File: src/rtl/if_fetch_unit.sv
// Instruction-fetch stage: owns the PC, drives imem_addr, and presents {pc, inst} to decode through an output slot backed by a 1-entry skid buffer.
// Optional FETCH_MISALIGN_CHK_EN: misaligned redirect targets raise a fetch exception instead of being force-aligned.
module if_fetch_unit #(
  parameter logic [31:0] RESET_PC = 32'h0000_0000,
  parameter logic [31:0] NOP_INST = 32'h0000_0013
) (
  input  logic        clk,
  input  logic        rst_n,
  output logic [31:0] imem_addr,
  input  logic [31:0] imem_inst,
  input  logic        redirect_valid,
  input  logic [31:0] redirect_pc,
  input  logic        id_ready,
  output logic        if_valid,
  output logic [31:0] if_pc,
  output logic [31:0] if_inst,
  output logic        if_misalign
);

  logic [31:0] r_pc;
  logic        r_halt;
  logic        r_resp_vld;
  logic [31:0] r_resp_pc;
  logic        r_resp_mis;
  logic        r_skid_vld;
  logic [31:0] r_skid_pc;
  logic [31:0] r_skid_inst;
  logic        r_skid_mis;

  logic [31:0] w_redir_pc;
  logic        w_mis_redir;
  logic        w_accept;
  logic        w_issue;
  logic [31:0] w_resp_inst;
  logic [31:0] w_pc_next;

`ifdef FETCH_MISALIGN_CHK_EN
  assign w_redir_pc  = redirect_pc;
  assign w_mis_redir = redirect_valid && (redirect_pc[1:0] != 2'b00);
`else
  assign w_redir_pc  = {redirect_pc[31:2], 2'b00};
  assign w_mis_redir = 1'b0;
`endif

  assign imem_addr   = redirect_valid ? w_redir_pc : r_pc;
  assign w_accept    = if_valid && id_ready;
  assign w_issue     = redirect_valid ? !w_mis_redir
                                      : (!r_halt && !r_skid_vld &&
                                         !(r_resp_vld && if_valid && !id_ready));
  // A misaligned pseudo-response carries no memory data; it presents a NOP.
  assign w_resp_inst = r_resp_mis ? NOP_INST : imem_inst;
  assign w_pc_next   = imem_addr + 32'd4;

  always_ff @(posedge clk or negedge rst_n) begin
    if (!rst_n) begin
      r_pc        <= RESET_PC;
      r_halt      <= 1'b0;
      r_resp_vld  <= 1'b0;
      r_resp_pc   <= '0;
      r_resp_mis  <= 1'b0;
      r_skid_vld  <= 1'b0;
      r_skid_pc   <= '0;
      r_skid_inst <= '0;
      r_skid_mis  <= 1'b0;
      if_valid    <= 1'b0;
      if_pc       <= '0;
      if_inst     <= NOP_INST;
      if_misalign <= 1'b0;
    end else if (redirect_valid) begin
      if_valid    <= 1'b0;
      if_inst     <= NOP_INST;
      if_misalign <= 1'b0;
      r_skid_vld  <= 1'b0;
      r_resp_vld  <= 1'b1;
      r_resp_pc   <= w_redir_pc;
      r_resp_mis  <= w_mis_redir;
      r_halt      <= w_mis_redir;
      r_pc        <= w_issue ? w_pc_next : w_redir_pc;
    end else begin
      if (w_issue) begin
        r_pc <= w_pc_next;
      end
      r_resp_vld <= w_issue;
      r_resp_pc  <= imem_addr;
      r_resp_mis <= 1'b0;

      // Skid always drains ahead of a newer response to keep program order.
      if (w_accept && r_skid_vld) begin
        if_valid    <= 1'b1;
        if_pc       <= r_skid_pc;
        if_inst     <= r_skid_inst;
        if_misalign <= r_skid_mis;
        r_skid_vld  <= r_resp_vld;
        if (r_resp_vld) begin
          r_skid_pc   <= r_resp_pc;
          r_skid_inst <= w_resp_inst;
          r_skid_mis  <= r_resp_mis;
        end
      end else if (!if_valid || w_accept) begin
        if (r_resp_vld) begin
          if_valid    <= 1'b1;
          if_pc       <= r_resp_pc;
          if_inst     <= w_resp_inst;
          if_misalign <= r_resp_mis;
        end else begin
          if_valid    <= 1'b0;
          if_inst     <= NOP_INST;
          if_misalign <= 1'b0;
        end
      end else if (r_resp_vld) begin
        r_skid_vld  <= 1'b1;
        r_skid_pc   <= r_resp_pc;
        r_skid_inst <= w_resp_inst;
        r_skid_mis  <= r_resp_mis;
      end
    end
  end

endmodule

File: config.mk
export PLATFORM = sky130hd
export DESIGN_NAME = if_fetch_unit
export DESIGN_NICKNAME = d
export VERILOG_FILES = /design/src/rtl/if_fetch_unit.sv
export SDC_FILE = /design/constraint.sdc
export NUM_CORES = 1
export LEC_CHECK = 0
export CORE_AREA = 2 2 133 135
export CTS_CLUSTER_SIZE = 40
export DETAILED_ROUTE_END_ITERATION = 10
export DIE_AREA = 0 0 135 137
export PLACE_DENSITY = 0.79
export SLEW_MARGIN = 10
export SYNTH_ARGS = -nofsm -noshare
export SYNTH_HDL_FRONTEND = slang
export SYNTH_SLANG_ARGS = --single-unit
export TNS_END_PERCENT = 1
File: constraint.sdc
create_clock -name clk -period 3.1 [get_ports clk]
set_input_delay 0.62 -clock clk [delete_from_list [all_inputs] [get_ports clk]]
set_output_delay 0.62 -clock clk [all_outputs]
set_load 0.02 [all_outputs]
**Word level (Yosys, flattened, before mapping)**

Cells that the tools add are included.

- Word-level logic and storage cells: 67
- Flip-flop bits (word level): 197
- Bits of input ports: 68
- Output and inout bits: 98

- Multiplexer cells: 34
- Equal/unequal tests: 2
- $add $sub $neg: 1
- Reductions and logical operators: 18
- Bitwise operators: 1

Operators with widths:

| kind | count |
|---|---|
| 2-to-1 mux 32 bit | 18 |
| adder 32 x 3 -> 32 bit, second input constant | 1 |
| 2-to-1 mux 1 bit | 16 |
| nonzero test 2 bit | 3 |
| nonzero test 3 bit | 2 |
| logical AND 1 bit | 5 |
| logical NOT 1 bit | 4 |
| AND reduction 2 bit | 2 |
| inequality test 3 bit, second input constant | 1 |
| AND reduction 3 bit | 1 |
| inequality test 2 bit, second input constant | 1 |
| logical OR 1 bit | 1 |
| NOT 1 bit | 1 |

**Longest topological paths before layout**

Gate-level depths: netlist of run 1.

- Word-level depth: 7
- Mapped depth: 13
- Gate-level depth less buffers: 7

**Worst setup path after synthesis of run 1**

OpenSTA, ideal clock, no wires.

- Kind: input to register
- Start point: in redirect_valid
- End point: reg r_pc[26]
- Required time: 3.005 ns
- Setup time: 0.095 ns
- Data arrival time: 3.183 ns
- Stages on the path: 13
- Path slack: -0.178 ns
- Buffers on the path: 6
- Cell sequence: buf_6 buf_8 buf_12 buf_4 buf_4 clkbuf_1 mux2_2 ha_1 nand4_1 a2bb2oi_1 nand4_1 o31a_1 o31ai_1

- Cells in the longest elaborated chain, start to end: 4
- Elaborated cells on any way between the ends: 7
- Classes of those cells: 1 x add/sub; 5 x mux; 1 x reduce/logical

RTL lines:

| what | RTL line | text |
|---|---|---|
| start, declared | 11 | `input logic redirect_valid,` |
| 2-to-1 mux 32 bit (*) | 45 | `assign imem_addr = redirect_valid ? w_redir_pc : r_pc;` |
| via imem_addr[3] | 9 | `output logic [31:0] imem_addr,` |
| adder 32 x 3 -> 32 bit (*) | 52 | `assign w_pc_next = imem_addr + 32'd4;` |
| 2-to-1 mux 32 bit, on equally long branches | 80, 78 |  |
| 2-to-1 mux 32 bit (*) | 69 | `end else if (redirect_valid) begin` |
| end signal, assigned | 78 | `r_pc <= w_issue ? w_pc_next : w_redir_pc;` |
| end signal, assigned | 81 | `r_pc <= w_pc_next;` |
| end, declared | 20 | `logic [31:0] r_pc;` |

Mark *: on every way through the listed nets, which the timed path passes. The rest lies on a longest branch. The select of a mux whose other input is x is not followed.
A chain may end at the register's enable or synchronous reset.

**Worst setup path after layout of run 1**

- Start point: in redirect_valid
- End point: out imem_addr[13]

- Cells in the longest elaborated chain, start to end: 1

RTL lines:

| what | RTL line |
|---|---|
| 2-to-1 mux 32 bit | 45 |
| end, declared | 9 |

Every way passes these cells.

==> results of run 1 <==
state kept, by name (all words and copies together) (netlist names):
signal       flops
if_inst         32
if_pc           32
r_pc            32
r_resp_pc       32
r_skid_inst     32
r_skid_pc       32
if_valid         1
r_resp_vld       1
r_skid_vld       1
final cells by class:
cell class / count / area, µm² / area share (%)
Tap cell: 225 / 282 / 2.50
Multi-Input combinational cell: 508 / 3610 / 32.0
Sequential cell: 195 / 4880 / 43.3
Timing Repair Buffer: 187 / 1880 / 16.7
Inverter: 11 / 41.3 / 0.366
Clock buffer: 20 / 457 / 4.05
Clock inverter: 12 / 124 / 1.10
cell families after synthesis:
family,synth area share (%)
adders and majority gates,0.143
AOI/OAI and AO/OA,10.2
buffers and inverters,3.25
other,0.0430
xor gates and xnor gates,1.51
and+or+nand+nor,12.1
muxes,16.9
DFF,56.0
power by group:
part	internal, mW	switching, mW	total (mW)
Combinational	1.03	0.953	1.98
Clock	1.17	0.973	2.14
Sequential	3.23	0.391	3.62
Total	5.42	2.32	7.74
path summary, 6_finish.rpt:
| path | startpoint | end | slack, ns |
|---|---|---|---|
| worst min register to register | if_pc[8]$_DFFE_PN0P_ | if_pc[8]$_DFFE_PN0P_ | 0.48 |
| worst max register to register | r_pc[2]$_DFFE_PN0P_ | r_pc[26]$_DFFE_PN0P_ | 0.88 |
| max in group asynchronous | rst_n | if_inst[1]$_DFFE_PN1P_ | 2.06 |
| worst max-delay path | redirect_valid | imem_addr[13] | 0.17 |
| min in group clk | if_pc[8]$_DFFE_PN0P_ | if_pc[8]$_DFFE_PN0P_ | 0.48 |
| worst min-delay path | rst_n | r_resp_pc[5]$_DFF_PN0_ | 0.19 |
synthesized netlist by cell type, drive strengths merged (6+ instances only):
master / number
buf: 21
mux2i: 51
inv: 11
nand2: 110
nand4: 7
nor2b: 6
o21ai: 81
a21oi: 30
dfrtp: 192
nor4: 7
xnor2: 10
and3: 27
nor2: 10
nand3b: 6
o31ai: 13
clkbuf: 24
mux2: 85
nand3: 16
worst register-to-register path, delay by kind of cell, from the launching register on:
kind | cells | cell delay (ns)
AOI/OAI and AO/OA | 3 | 0.85
adders and majority gates | 1 | 0.24
DFF | 1 | 0.37
muxes | 1 | 0.20
and+or+nand+nor | 2 | 0.47
through the flow:
step                worst slack, ns  hold slack [ns]
finish                        0.172            0.188
global route                 0.0731            0.247
CTS                           0.184            0.222
detailed placement            0.179            0.467
global placement              0.197            0.460
floorplan                  -0.00656            0.324
per-layer routing:
layer / vias to the layer above / GRT usage, % / share of wire (%)
li1: 3011 / - / -
met1: 3050 / 29.4 / 44
met2: 176 / 36.0 / 49
met3: 29 / 3.26 / 4.8
met4: 0 / 9.38 / 2.3
met5: - / 0 / 0
==> reports/qor.yml, run 1 <==
clocking:
  cts_made_buffers: 17
  path_clk_slew_ns: 0.07
  post-cts-setup-buffers: 0
  cts_resized: 0
  h-tree-depth: 4
  holdBufCountCts: 0
  cts_max_path_buffers: 2
  cts_sinks: 195
  clockRootBuffer: "clkbuf_16"
  insertion_delay_ns: 0.43
  cts_tree: "built"
synthesis:
  ys_ff_latch: 195
  ys_seq_area_share_pct: 56.0
  syn_inst: 759
  syn_avg_cell_area_um2: 11.5
  yosysUniqueCellTypes: 62
  synth_edf_count: 0
  synth.area.top_cells: "dfrtp_1, mux2_2, mux2i_1, nand2_1, o21ai_0"
  yosysTopAreaCellShare_pct: 55.1
  yosysWarnings: 0
  async_flop_share_pct: 100
  syn_area_um2: 8730
  syn-num-nets: 828
  synth.largest_area_cell: "dfrtp_1"
  ys.flop_type: "dfrtp_1"
critical_path:
  worstPathArrival_ns: 2.31
  crit_cells: 5
  cpMaxStageDelayCell: "clkdlybuf4s50_1"
  cp_max_fo: 18
  cp.buffers_inverters: 4
  rr_worst_depth: 7
  path_delay_family: "buffers and inverters"
  path_cells: "buf_2 > buf_4 > mux2i_1 > inv_1 > clkdlybuf4s50_1"
  max_stage_delay_ns: 0.56
  required_ns: 2.48
  cp-start-kind: "primary input"
  crit_path_end_kind: "output port"
  worstSetupPathType: "in -> out"
die:
  start_util_pct: 51.2
  ios: 166
  die_height_um: 137
  core_area_um2: 17100
  die_w_um: 135
  dieArea_um2: 18500
  rows: 48
place:
  post-place-cells: 1126
  place_area_um2: 10700
  gp_congestion: 0.830
  dp_hpwl_um: 13500
  placement.io_buffers: 162
route:
  drt_iter0_drc: 414
  drc_errors: 0
  routed_wl_um: 19400
  vias_per_cell: 5.41
  vias: 6266
  firstDrtPassIters: 4
  routedWlPerCell_um: 16.8
  ant_nets: 0
global_routing:
  grt_pass1_wl_um: 31600
  gr-total-overflow: 0
  grt_max_degree: 78
  grt_pass1_vias: 6224
  antenna_found_initial: 0
  grt_util_all_layers_pct: 22.0
power_and_ir_drop:
  p_per_area_nw_per_um2: 686
  power.total_mw: 7.74
  p_leak_nw: 4.75
  ir_worst_vdd_mv: 0.461
timing:
  hold_violations: 0
  fin_setup_tns_ns: 0
  worst_pin_slew_ns: 0.625
  period_share_pct: 94.5
  relSlewSlack_pct: 58.3
  finalMaxSlewViolations: 0
  finalCriticalPeriod_ns: 2.93
  fin_worst_skew_ns: 0.00580
  setup_viol: 0
  rsz0062_at_grt: "false"
  clock.fmax_mhz: 342
finish:
  design_area_um2: 11300
  fin_nets: 989
  drive_gt1_share_pct: 17.9
  n_antenna_cell: 0
  final_common_cell: "dfrtp_1"
  area_delta_synth_final_pct: 29.3
  finalNonFillerCells: 1158
  fin_util_pct: 66.1
  layout_common_cells: "dfrtp_1, clkdlybuf4s50_1, nand2_1"
  nFillCells: 1309
run:
  maxCapViolCount: 0
outcome:
  status: "finished, final reports clean"
worst_hold_path:
  hold_class: "in -> async"
No activity file was read; power rests on OpenSTA's default activity.
==> run 2: changes to the inputs <==
Settings changed: GPL_ROUTABILITY_DRIVEN set to 1.
==> results of run 2 <==
Same layout as run 1: the final DEF is identical, and so are final timing and power.
==> run 3: changes to the inputs <==
Settings changed: ABC_AREA set to 0.
==> results of run 3 <==
Same layout as run 1: the final DEF is identical, and so are final timing and power.
==> patch (settings of run 2) <==
The option `FETCH_MISALIGN_CHK_EN` is turned on by a define.
--- a/src/rtl/if_fetch_unit.sv
+++ b/src/rtl/if_fetch_unit.sv
@@ -2,2 +2,4 @@
 // Optional FETCH_MISALIGN_CHK_EN: misaligned redirect targets raise a fetch exception instead of being force-aligned.
+`define FETCH_MISALIGN_CHK_EN
+
 module if_fetch_unit #(
Function: changed (a bounded check fails within 4 cycles, from zero or initial values and one cycle with rst_n low).
==> patch against run 2 <==
- synthesized cell count increased by 26%
- wire length up 21%
- sequential cell count is 4 higher
- area after synthesis grew 8.6%
- power shrank 5.5%
- global-route usage rose by 4.1 points
- count of clock-buffer cells in the layout shrank 3
- sequential power down 5.5%
- final area is 6.8% higher
- setup slack better by 0.079 ns
- non-clock buffer count increased by 6
- critical path type unchanged
- largest cell class unchanged
==> patch: results (changes against run 2) <==
- 4.71% — Post-Synth XOR/XNOR Area, +3.2 points
- 165 — port bufs, +1.9%
- 10.8% — complex-gate fraction of the synthesized area, +0.62 points
- 7712 — Vias, +23%
- 1025 — Net Count, Synth, +24%
- 7 — detailed-routing iteration count for the pre-antenna-repair pass, +3
- 23.5 mm — total wire length, +21%
- 89 — pin count of the biggest net entering global routing, +14%
- 33 — Max FO, Critical Path, +15
- 0.132% — post-synthesis adder-cell area fraction, -0.011 points
- 0.44 ns — clock latency reported for the late side of the worst-skew pair
- finished, final reports clean — status
- 38.1 mm — global-route wire length before repair, +21%
- 15.9 mm — post-detailed-placement half-perimeter wirelength, +18%
- sky130_fd_sc_hd__clkbuf_16 — CTS Root Cell
- primary input to async pin — path category of the worst min-delay check
- 5.74% — met3 usage in global routing, +2.5 points
- 52.6% — sequential cell area fraction in the yosys report, -3.4 points
- if_pc[1]$_DFFE_PN0P_ — Worst R2R End
- sky130_fd_sc_hd__dfrtp_1 52%, sky130_fd_sc_hd__mux2_2 7.4%, sky130_fd_sc_hd__nand2_1 6.5%, sky130_fd_sc_hd__o21ai_0 4.3%, sky130_fd_sc_hd__xnor2_1 3.0% — main area contributors after synthesis
- 196 x sky130_fd_sc_hd__dfrtp_1, 165 x sky130_fd_sc_hd__nand2_1, 82 x sky130_fd_sc_hd__o21ai_0 — most frequent cells after synthesis
- 0.444 mV — maximum VDD drop, -3.7%
- 2.23 ns — arrival time reported for the critical path endpoint, -0.08 ns
- 12.5% — fraction of final layout cells with drive strength greater than 1, -5.4 points
- 0.127 ns — Hold Slack, -0.0610 ns
- 0.00495 µW — static leakage, +4.2%
- 26.0% — overall global routing resource usage, +4.1 points
- 1303 — filler cell count, -0.46%
- 629 — drt first-iter violations, +52%
- 0.54 ns — slowest cell delay on critical path, -0.02 ns
- 0.192 ns — Worst Setup Slack post-DPL, +0.0130 ns
- 0.0106 ns — Final Skew, +0.00483 ns
- 0 — antenna violations before repair, unchanged
- 1177 — Nets, +19%
- 17 — cts bufs inserted, unchanged
- 9.48% — multiplexer share of the synthesized area, -7.4 points
- if_valid$_DFFE_PN0P_ — Reg-to-Reg Start
- 7472 — vias in the first global route, +20%
- 4 — number of H-tree levels, unchanged
- 0.912 — gpl congestion, +9.9%
- 0.955 ns — worst slew pin tran, +0.330 ns
- 46 — number of distinct standard cells referenced by the synthesized netlist, -26%
- 42.3% — met2 track utilization from global routing, +6.2 points
- 0.08 ns — clock slew at the register clock pins of the worst setup and hold paths
- 0 — Antenna Diode Count, unchanged
- 0 — number of enable-type register cells in the synthesized netlist, unchanged
- 6 — cell depth of the worst flop-to-flop path, -1
- 35.2% — met1 track demand over resource, +5.9 points
- 0.0114 mm² — Placed Instance Area, +7.0%
- buffers and inverters — cell family with most CP delay
- 0 — number of warnings printed during yosys synthesis, unchanged
[patch: cell count changes in the layout (fill, tap and decap cells not counted), moves of 23 or more]
cell / change
sky130_fd_sc_hd__a31oi_1: +33
sky130_fd_sc_hd__mux2i_1: -31
sky130_fd_sc_hd__nand2_1: +55
sky130_fd_sc_hd__nand2b_1: +31
sky130_fd_sc_hd__nor2_1: +52
sky130_fd_sc_hd__nor3b_1: +26
sky130_fd_sc_hd__xnor2_1: +23
[patch: cell type report]
class | count | share of cell area [%]
clock buffers | 17 | 3.53
well taps | 225 | 2.34
flip-flops and latches | 199 | 41.4
clock inverters | 15 | 1.48
inverters | 9 | 0.280
multi-input cells | 688 | 35.1
repair buffers | 193 | 15.9
[patch: worst max-delay path by stage]
| stage | depth (start not counted) | end | from | slack (ns) |
|---|---|---|---|---|
| floorplan | 13 | r_pc[16]$_DFFE_PN0P_ | redirect_valid | 0.02 |
| global placement | 8 | r_pc[30]$_DFFE_PN0P_ | redirect_pc[14] | 0.24 |
| detailed placement | 7 | if_pc[11]$_DFFE_PN0P_ | id_ready | 0.19 |
| CTS | 4 | imem_addr[11] | redirect_valid | 0.27 |
| global route | 5 | imem_addr[15] | redirect_valid | 0.21 |
| finish | 4 | imem_addr[11] | redirect_valid | 0.25 |
[patch: through the flow]
stage	total power (µW)	instances	util [%]
after floorplan	4340	956	-
after global placement	5070	1314	67.1
after detailed placement	5130	1314	67.1
after CTS	7360	1346	70.6
after global routing	7650	1346	70.6
final	7310	1346	70.6
[patch: per-layer routing]
layer,part of all wire (%),up-vias
met5,0,-
met4,1.8,0
met3,6.8,32
met2,47,292
met1,44,3771
li1,-,3617
[patch: where the power goes]
part / internal [µW] / total, µW / switching [µW]
clock: 1090 / 2230 / 1130
sequential: 3110 / 3420 / 314
combinational: 813 / 1670 / 855
